===== src/rtl/instr_fetch_unit_pkg.sv =====
// Shared core definitions: opcodes, fetch FSM encoding, instruction field positions.
package instr_fetch_unit_pkg;

    // Opcodes understood by the single-cycle core decoder.
    localparam logic [5:0] OP_ADD  = 6'b000000;
    localparam logic [5:0] OP_SUB  = 6'b000001;
    localparam logic [5:0] OP_AND  = 6'b010000;
    localparam logic [5:0] OP_OR   = 6'b010001;
    localparam logic [5:0] OP_XOR  = 6'b010010;
    localparam logic [5:0] OP_SLT  = 6'b011000;
    localparam logic [5:0] OP_SW   = 6'b100110;
    localparam logic [5:0] OP_LW   = 6'b100111;
    localparam logic [5:0] OP_BEQ  = 6'b110000;
    localparam logic [5:0] OP_JMP  = 6'b110010;
    localparam logic [5:0] OP_HALT = 6'b111111;

    // Fetch FSM encoding (kept as plain constants for legacy tools).
    typedef logic [1:0] fetch_state_t;
    localparam fetch_state_t ST_IDLE   = 2'd0;
    localparam fetch_state_t ST_FETCH  = 2'd1;
    localparam fetch_state_t ST_EXEC   = 2'd2;
    localparam fetch_state_t ST_HALTED = 2'd3;

    // Instruction field bit positions.
    localparam int OPC_MSB  = 31;
    localparam int OPC_LSB  = 26;
    localparam int RS_MSB   = 25;
    localparam int RS_LSB   = 21;
    localparam int RT_MSB   = 20;
    localparam int RT_LSB   = 16;
    localparam int RD_MSB   = 15;
    localparam int RD_LSB   = 11;
    localparam int IMM_MSB  = 15;
    localparam int IMM_LSB  = 0;
    localparam int TGT_MSB  = 25;
    localparam int TGT_LSB  = 0;

    // Branch displacement in bytes: sign-extended word offset shifted left by two.
    function automatic logic [31:0] branch_offset(input logic [15:0] imm16);
        return {{14{imm16[15]}}, imm16, 2'b00};
    endfunction

endpackage


===== src/rtl/instr_fetch_unit_if.sv =====
// Fetch-unit bus: instruction memory handshake plus the decoder-facing fields.
interface instr_fetch_unit_if;
    logic        imem_req;
    logic [31:0] imem_addr;
    logic        imem_ack;
    logic [31:0] imem_rdata;
    logic        instr_valid;
    logic [5:0]  operation;
    logic [4:0]  rs;
    logic [4:0]  rt;
    logic [4:0]  rd;
    logic [15:0] imm16;
    logic [31:0] pc_out;
    logic        pc_wre;
    logic        pc_src;

    // Fetch unit side.
    modport master (
        output imem_req, imem_addr, instr_valid, operation, rs, rt, rd, imm16, pc_out,
        input  imem_ack, imem_rdata, pc_wre, pc_src
    );

    // Memory / decoder side.
    modport slave (
        input  imem_req, imem_addr, instr_valid, operation, rs, rt, rd, imm16, pc_out,
        output imem_ack, imem_rdata, pc_wre, pc_src
    );
endinterface


===== src/rtl/instr_fetch_unit_next_pc_calc.sv =====
// Combinational next-PC selection: sequential, PC-relative branch or region jump.
module next_pc_calc #(
    parameter logic [5:0] OP_JMP = instr_fetch_unit_pkg::OP_JMP
) (
    input  logic [31:0] pc,
    input  logic [31:0] ir,
    input  logic        pc_src,
    output logic [31:0] next_pc
);
    import instr_fetch_unit_pkg::*;

    logic [31:0] pc4_s;

    // Pick the successor address; jump keeps the top nibble of pc+4.
    always_comb begin
        pc4_s   = pc + 32'd4;
        next_pc = pc4_s;
        if (!pc_src) begin
            next_pc = pc4_s;
        end else if (ir[OPC_MSB:OPC_LSB] == OP_JMP) begin
            next_pc = {pc4_s[31:28], ir[TGT_MSB:TGT_LSB], 2'b00};
        end else begin
            next_pc = pc4_s + branch_offset(ir[IMM_MSB:IMM_LSB]);
        end
    end
endmodule


===== src/rtl/instr_fetch_unit.sv =====
// Fetch front end: owns PC and IR, fetches over req/ack, hands fields to the decoder.
module instr_fetch_unit #(
    parameter logic [31:0] RESET_PC = 32'h0000_0000,
    parameter logic [5:0]  OP_JMP   = instr_fetch_unit_pkg::OP_JMP
) (
    input  logic                      clk,
    input  logic                      reset,
    input  logic                      run,
    instr_fetch_unit_if.master        bus,
    output logic                      halted,
    output logic [31:0]               retired
);
    import instr_fetch_unit_pkg::*;

    fetch_state_t state_r;
    fetch_state_t state_s;
    logic [31:0]  pc_r;
    logic [31:0]  ir_r;
    logic [31:0]  retired_r;
    logic         imem_req_r;
    logic         instr_valid_r;
    logic         halted_r;
    logic [31:0]  next_pc_s;

    next_pc_calc #(.OP_JMP(OP_JMP)) u_next_pc (
        .pc      (pc_r),
        .ir      (ir_r),
        .pc_src  (bus.pc_src),
        .next_pc (next_pc_s)
    );

    // Next-state logic; decoder inputs only matter in EXEC.
    always_comb begin
        state_s = state_r;
        case (state_r)
            ST_IDLE: begin
                if (run) state_s = ST_FETCH;
                else     state_s = ST_IDLE;
            end
            ST_FETCH: begin
                if (bus.imem_ack) state_s = ST_EXEC;
                else              state_s = ST_FETCH;
            end
            ST_EXEC: begin
                if (bus.pc_wre) state_s = ST_FETCH;
                else            state_s = ST_HALTED;
            end
            ST_HALTED: state_s = ST_HALTED;
            default:   state_s = ST_IDLE;
        endcase
    end

    // State, PC, IR, retire counter and registered status outputs.
    always_ff @(posedge clk) begin
        if (reset) begin
            state_r       <= ST_IDLE;
            pc_r          <= RESET_PC;
            ir_r          <= 32'd0;
            retired_r     <= 32'd0;
            imem_req_r    <= 1'b0;
            instr_valid_r <= 1'b0;
            halted_r      <= 1'b0;
        end else begin
            state_r       <= state_s;
            imem_req_r    <= (state_s == ST_FETCH);
            instr_valid_r <= (state_s == ST_EXEC);
            halted_r      <= (state_s == ST_HALTED);
            // Acks outside FETCH never touch IR.
            if ((state_r == ST_FETCH) && bus.imem_ack) begin
                ir_r <= bus.imem_rdata;
            end else begin
                ir_r <= ir_r;
            end
            // Only a write-enabled EXEC advances the PC and retires.
            if ((state_r == ST_EXEC) && bus.pc_wre) begin
                pc_r      <= next_pc_s;
                retired_r <= retired_r + 32'd1;
            end else begin
                pc_r      <= pc_r;
                retired_r <= retired_r;
            end
        end
    end

    assign bus.imem_req    = imem_req_r;
    assign bus.imem_addr   = pc_r;
    assign bus.instr_valid = instr_valid_r;
    assign bus.operation   = ir_r[OPC_MSB:OPC_LSB];
    assign bus.rs          = ir_r[RS_MSB:RS_LSB];
    assign bus.rt          = ir_r[RT_MSB:RT_LSB];
    assign bus.rd          = ir_r[RD_MSB:RD_LSB];
    assign bus.imm16       = ir_r[IMM_MSB:IMM_LSB];
    assign bus.pc_out      = pc_r;
    assign halted          = halted_r;
    assign retired         = retired_r;
endmodule


===== src/flat_wrapper.sv =====
// flat-port wrapper written by rule: the top's interface ports become plain ports
module instr_fetch_unit_flat import instr_fetch_unit_pkg::*;
#(
    parameter logic [31:0] RESET_PC = 32'h0000_0000,
    parameter logic [5:0]  OP_JMP   = instr_fetch_unit_pkg::OP_JMP
)
  (clk, reset, run, halted, retired, bus_imem_req, bus_imem_addr, bus_instr_valid, bus_operation, bus_rs, bus_rt, bus_rd, bus_imm16, bus_pc_out, bus_imem_ack, bus_imem_rdata, bus_pc_wre, bus_pc_src);
  instr_fetch_unit_if bus_i ();
  input  logic clk;
  input  logic reset;
  input  logic run;
  output logic halted;
  output logic [31:0] retired;
  output wire logic [$bits(bus_i.imem_req)-1:0] bus_imem_req;
  output wire logic [$bits(bus_i.imem_addr)-1:0] bus_imem_addr;
  output wire logic [$bits(bus_i.instr_valid)-1:0] bus_instr_valid;
  output wire logic [$bits(bus_i.operation)-1:0] bus_operation;
  output wire logic [$bits(bus_i.rs)-1:0] bus_rs;
  output wire logic [$bits(bus_i.rt)-1:0] bus_rt;
  output wire logic [$bits(bus_i.rd)-1:0] bus_rd;
  output wire logic [$bits(bus_i.imm16)-1:0] bus_imm16;
  output wire logic [$bits(bus_i.pc_out)-1:0] bus_pc_out;
  input wire logic [$bits(bus_i.imem_ack)-1:0] bus_imem_ack;
  input wire logic [$bits(bus_i.imem_rdata)-1:0] bus_imem_rdata;
  input wire logic [$bits(bus_i.pc_wre)-1:0] bus_pc_wre;
  input wire logic [$bits(bus_i.pc_src)-1:0] bus_pc_src;
  assign bus_imem_req = bus_i.imem_req;
  assign bus_imem_addr = bus_i.imem_addr;
  assign bus_instr_valid = bus_i.instr_valid;
  assign bus_operation = bus_i.operation;
  assign bus_rs = bus_i.rs;
  assign bus_rt = bus_i.rt;
  assign bus_rd = bus_i.rd;
  assign bus_imm16 = bus_i.imm16;
  assign bus_pc_out = bus_i.pc_out;
  assign bus_i.imem_ack = bus_imem_ack;
  assign bus_i.imem_rdata = bus_imem_rdata;
  assign bus_i.pc_wre = bus_pc_wre;
  assign bus_i.pc_src = bus_pc_src;
  instr_fetch_unit #(.RESET_PC(RESET_PC), .OP_JMP(OP_JMP)) u_core (.clk(clk), .reset(reset), .run(run), .bus(bus_i), .halted(halted), .retired(retired));
endmodule

===== config.mk =====
export PLATFORM = sky130hd
export DESIGN_NAME = instr_fetch_unit_flat
export DESIGN_NICKNAME = d
export VERILOG_FILES = /design/src/rtl/instr_fetch_unit_pkg.sv /design/src/rtl/instr_fetch_unit_if.sv /design/src/rtl/instr_fetch_unit_next_pc_calc.sv /design/src/rtl/instr_fetch_unit.sv /design/src/flat_wrapper.sv
export SDC_FILE = /design/constraint.sdc
export NUM_CORES = 1
export LEC_CHECK = 0
export ABC_AREA = 1
export BUFFER_PORTS_ARGS = -buffer_cell sky130_fd_sc_hd__buf_2
export CAP_MARGIN = 20
export CORE_MARGIN = 2
export CORE_UTILIZATION = 60
export DETAILED_ROUTE_END_ITERATION = 8
export PLACE_DENSITY_LB_ADDON = 0.15
export SETUP_SLACK_MARGIN = 0.1
export SYNTH_ARGS = -nofsm -noshare
export SYNTH_HDL_FRONTEND = slang
export SYNTH_SLANG_ARGS = --single-unit

===== constraint.sdc =====
create_clock -name clk -period 8.4 [get_ports clk]
set_clock_uncertainty 0.2 [all_clocks]
set_input_delay 2.1 -clock clk [delete_from_list [all_inputs] [get_ports clk]]
set_output_delay 2.1 -clock clk [all_outputs]
set_load 0.01 [all_outputs]

# Word-level counts from Yosys, hierarchy flattened
# Index checks and enable logic that the tools add are counted.
# word_totals
ram_bits	0
latchBits	0
register_bits	101
output_inout_bits	136
mem_bits_ro	0
word_cells	26
memories	0
# classes
n_mul	0
n_eq_ne	7
bitwise_logic	0
shift	0
n_reduce_logical	3
add_sub_neg	3
mux	6
n_lt_le_gt_ge	0
n_div	0
# ops
cell	count
32-bit two-way mux	2
32-bit by 1-bit adder with 32-bit output, second input constant	1
32-bit by 3-bit adder with 32-bit output, second input constant	1
32-bit adder	1
2-bit equality test, second input constant	4
2-bit one-hot mux with 4 select lines	1
6-bit equality test, second input constant	1
2-bit by 1-bit equality test with 1-bit output, second input constant	2
2-bit two-way mux	2
1-bit logical AND	2
2-bit zero test	1
1-bit two-way mux	1

# Depth between registers and ports, before layout
# depth
depth_word	4
depth_mapped	24
depth_no_buf	24

# Cells and area by module
# Synthesis repeated with hierarchy kept, for this count alone.
# unflattened
cells_unflattened	1304
area_unflattened_um2	7988.9
# modules_own_cells
module	n_inst	area_each_um2	cells_per_inst
instr_fetch_unit	1	4501.8	622
next_pc_calc	1	3487.1	682

# Worst setup path before layout
# No wires, ideal clock.
# synth_timing
kind	in2reg
startpoint	input bus_pc_wre
endpoint	register u_core.retired_r[26], in the netlist u_core.retired[26]
setup_slack_ns	4.930
cell_stages	9
t_arrival_ns	3.140
setup_ns	0.130
path_buffers	0
required_time_ns	8.070
cell_sequence	nand3_4 nor3_4 nand2_2 nor3_4 nand3_1 nor2_2 nand3_1 nor2_1 nor3b_2
# synth_via
elab_chain_len	1
# synth_lines
item	line	source
start: declaration	flat_wrapper.sv:25	input wire logic [$bits(bus_i.pc_wre)-1:0] bus_pc_wre;
1-bit logical AND	instr_fetch_unit.sv:75	if ((state_r == ST_EXEC) && bus.pc_wre) begin
end signal: assignment	instr_fetch_unit.sv:77	retired_r <= retired_r + 32'd1;
end signal: assignment	instr_fetch_unit.sv:80	retired_r <= retired_r;
end: declaration	instr_fetch_unit.sv:19	logic [31:0] retired_r;
# No other way between the ends.
# A chain may end at the register's enable or synchronous reset.

==> flow_summary.json <==
{
  "overflow": 0,
  "dieArea_um2": 13560,
  "ioPinCount": 174,
  "die_h_um": 116.5,
  "final_core_util": 0.6883,
  "cts_setup_buffers": 0,
  "diodes": 0,
  "r2r-start": "u_core.bus.imem_addr[13]",
  "maxCapViolations": 0,
  "core-area_um2": 12470,
  "htreeDepth": 3,
  "timing.rr.end": "u_core.bus.imem_addr[25]",
  "portBuffers": 169,
  "critPathCaptureType": "register",
  "worstMarginPinSlew_ns": 0.9197,
  "final_antenna_net_count": 0,
  "syn_avg_cell_area_um2": 6.298,
  "cts_resized": 0,
  "yosysTopAreaCell": "dfxtp_1",
  "critPathMaxFanout": 36,
  "fin_tns_setup_ns": 0,
  "setup_violations": 0,
  "slowest_stage": "clkinv_1",
  "synth-seq-cells": 99,
  "reg2reg_slack_ns": 4.67,
  "r2r_cells": 17,
  "synth_top_area_frac": 0.2612,
  "slew_headroom": 0.3854,
  "worst-endpoint-arrival_ns": 4.27,
  "synth-seq-area-share": 0.2612,
  "fin_crit_ns": 4.234,
  "num_vias": 8347,
  "combPwrFrac": 0.159,
  "intPower_w": 0.0007786,
  "fill_cells": 1154,
  "wirelength_um": 23060,
  "worst_setup_path_start_kind": "input port",
  "synth_area_leaders": "dfxtp_1, nand2_1, nor2_1",
  "crit_end": "u_core.ir_r[23]",
  "nNetsFinal": 1398,
  "crit_path_start": "reset",
  "required_ns": 8.44,
  "peakVddDrop_mv": 0.09815,
  "grt_max_degree": 44,
  "grt_pass1_vias": 7367,
  "gr-max-usage-layer": "met2",
  "numClockSinks": 99,
  "clkTransAtPathRegs_ns": 0.07,
  "hp-class": "register to register",
  "wl_per_cell_um": 15.42,
  "grt_first_pass_wirelength_um": 36510,
  "switching_share": 0.2918,
  "rows": 41,
  "use_met3": 0.07680,
  "areaGrowthSynthToFinish_pct": 13.08,
  "crit_type": "input port to register",
  "use_met2": 0.5450,
  "clockPowerShare": 0.378,
  "slowest_delay_ns": 0.90,
  "drv_slew": 0,
  "p_leak_nw": 4.312,
  "cts_hold_buf": 0,
  "drive_gt1_frac": 0.1686,
  "yosysWarningCount": 0,
  "status": "finished clean",
  "synth_cell_type_count": 48,
  "drc": 0,
  "min_period_over_period": 0.5041,
  "p_per_area_nw_per_um2": 128.1,
  "regArea_um2": 1982,
  "gp_congestion": 0.9689,
  "start_util": 0.6088,
  "viasPerCell": 5.583,
  "cts_tree": "built",
  "finalHoldViolCount": 0,
  "drt-initial-drc-count": 618,
  "clock_path_buffers": 2,
  "rsz0062_at_grt": "false",
  "root_buffer": "clkbuf_16",
  "fmax_mhz": 236.2,
  "pwr-share-seq": 0.463,
  "drt_first_pass_iters": 7,
  "p_sw_w": 0.0003208,
  "multi_input_area_um2": 4651,
  "grt_util_met1": 0.4529,
  "die_w_um": 116.5,
  "cts_buffers": 9,
  "hold_depth": 2,
  "netlist_instances": 1205,
  "grt_util_all_layers": 0.3448,
  "clock_latency_ns": 0.36,
  "dp_hpwl_um": 17700,
  "syn_area_um2": 7589,
  "path_cells": "buf_2, clkinv_1, buf_4, o21ai_0, a21oi_1",
  "antenna_found_initial": 1,
  "whs_ns": 0.2692
}
logic make-up after synthesis:
kind of cell	Yosys count	synth area share
xor gates and xnor gates	39	0.04699
buffers and inverters	218	0.1275
DFF	99	0.2612
other	1	0.0004942
and+or+nand+nor	577	0.3357
adders and majority gates	39	0.06529
AOI/OAI and AO/OA	232	0.1629
layer usage:
| metal | wire length [µm] | vias to the layer above |
|---|---|---|
| li1 | - | 4134 |
| met1 | 9649 | 3775 |
| met2 | 10370 | 359 |
| met3 | 2126 | 77 |
| met4 | 903 | 2 |
| met5 | 11 | - |
power groups by stage:
| stage | clock, W | combinational (W) | sequential (W) |
|---|---|---|---|
| after global placement | 0 | 0.000167 | 0.000519 |
| after detailed placement | 0 | 0.000170 | 0.000519 |
| after CTS | 0.000417 | 0.000171 | 0.000508 |
| final | 0.000415 | 0.000175 | 0.000509 |
| after floorplan | 0 | 0.000111 | 0.000523 |
| after global routing | 0.000434 | 0.000194 | 0.000511 |
how the worst min path moves through the flow:
stage / startpoint / end / slack [ns]
after floorplan: u_core.retired[21] / u_core.retired[21] / 0.28
after global placement: u_core.retired[21] / u_core.retired[21] / 0.25
after detailed placement: u_core.retired[21] / u_core.retired[21] / 0.26
after CTS: u_core.retired[21] / u_core.retired[21] / 0.27
after global routing: u_core.ir_r[26] / u_core.ir_r[26] / 0.29
final: u_core.ir_r[26] / u_core.ir_r[26] / 0.27
through the flow:
step,power [W],cells,area [µm²],setup slack [ns]
after global placement,0.0006861,1481,8275,3.870
after CTS,0.001096,1494,8553,4.205
final,0.001099,1495,8581,4.166
after global routing,0.001140,1495,8581,3.971
after floorplan,0.0006331,1208,7600,4.930
after detailed placement,0.0006891,1481,8275,3.883
area by class of cell:
cell class | count | share of cell area
multi-input cells | 891 | 0.5420
flip-flops and latches | 99 | 0.2310
repair buffers | 175 | 0.1062
inverters | 145 | 0.06343
clock buffers | 9 | 0.02625
well taps | 172 | 0.02508
clock inverters | 4 | 0.006124
synth_stat cells (all sizes together):
library cell and instances:
o221ai 2, o31ai 1, nand2 284, clkinv 3, o21bai 3, nor3 32
a31oi 12, fa 1, buf 42, nand3b 3, nand3 68, nor3b 1
clkbuf 31, a221oi 1, inv 142, o21ai 110, o21a 7, a21oi 89
conb 1, nor2 155, xnor2 11, a21o 4, nor4 9, xor2 28
or2 2, dfxtp 99, and2 3, a21boi 1, nand4 20, o221a 1
ha 38, o211ai 1
critical path, delay by kind of cell:
family / cells / cell delay, ns
buf+inv: 3 / 1.93
compound gates: 2 / 0.22
state kept, by name, summed over array words and instances, names as in the netlist:
signal / flops
u_core.ir_r: 32
u_core.retired: 32
u_core.bus.imem_addr: 30
u_core.state_r: 2
u_core.bus.imem_req: 1
u_core.bus.instr_valid: 1
u_core.halted: 1
cells in the final DEF, fill, tap and decap left out, types with 9 or more instances in the layout:
cell / Yosys / layout
inv_1: 138 / 137
nor3_1: 28 / 28
ha_1: 38 / 38
a31oi_1: 12 / 12
xnor2_1: 10 / 10
nand4_1: 20 / 20
nor4_1: 9 / 9
clkbuf_16: 0 / 9
o21ai_0: 105 / 105
xor2_1: 27 / 27
nor2_1: 143 / 143
a21oi_1: 89 / 89
dfxtp_1: 99 / 99
buf_2: 2 / 169
nand3_1: 62 / 62
nand2_1: 280 / 280
Power figures use the tool's default switching activity.
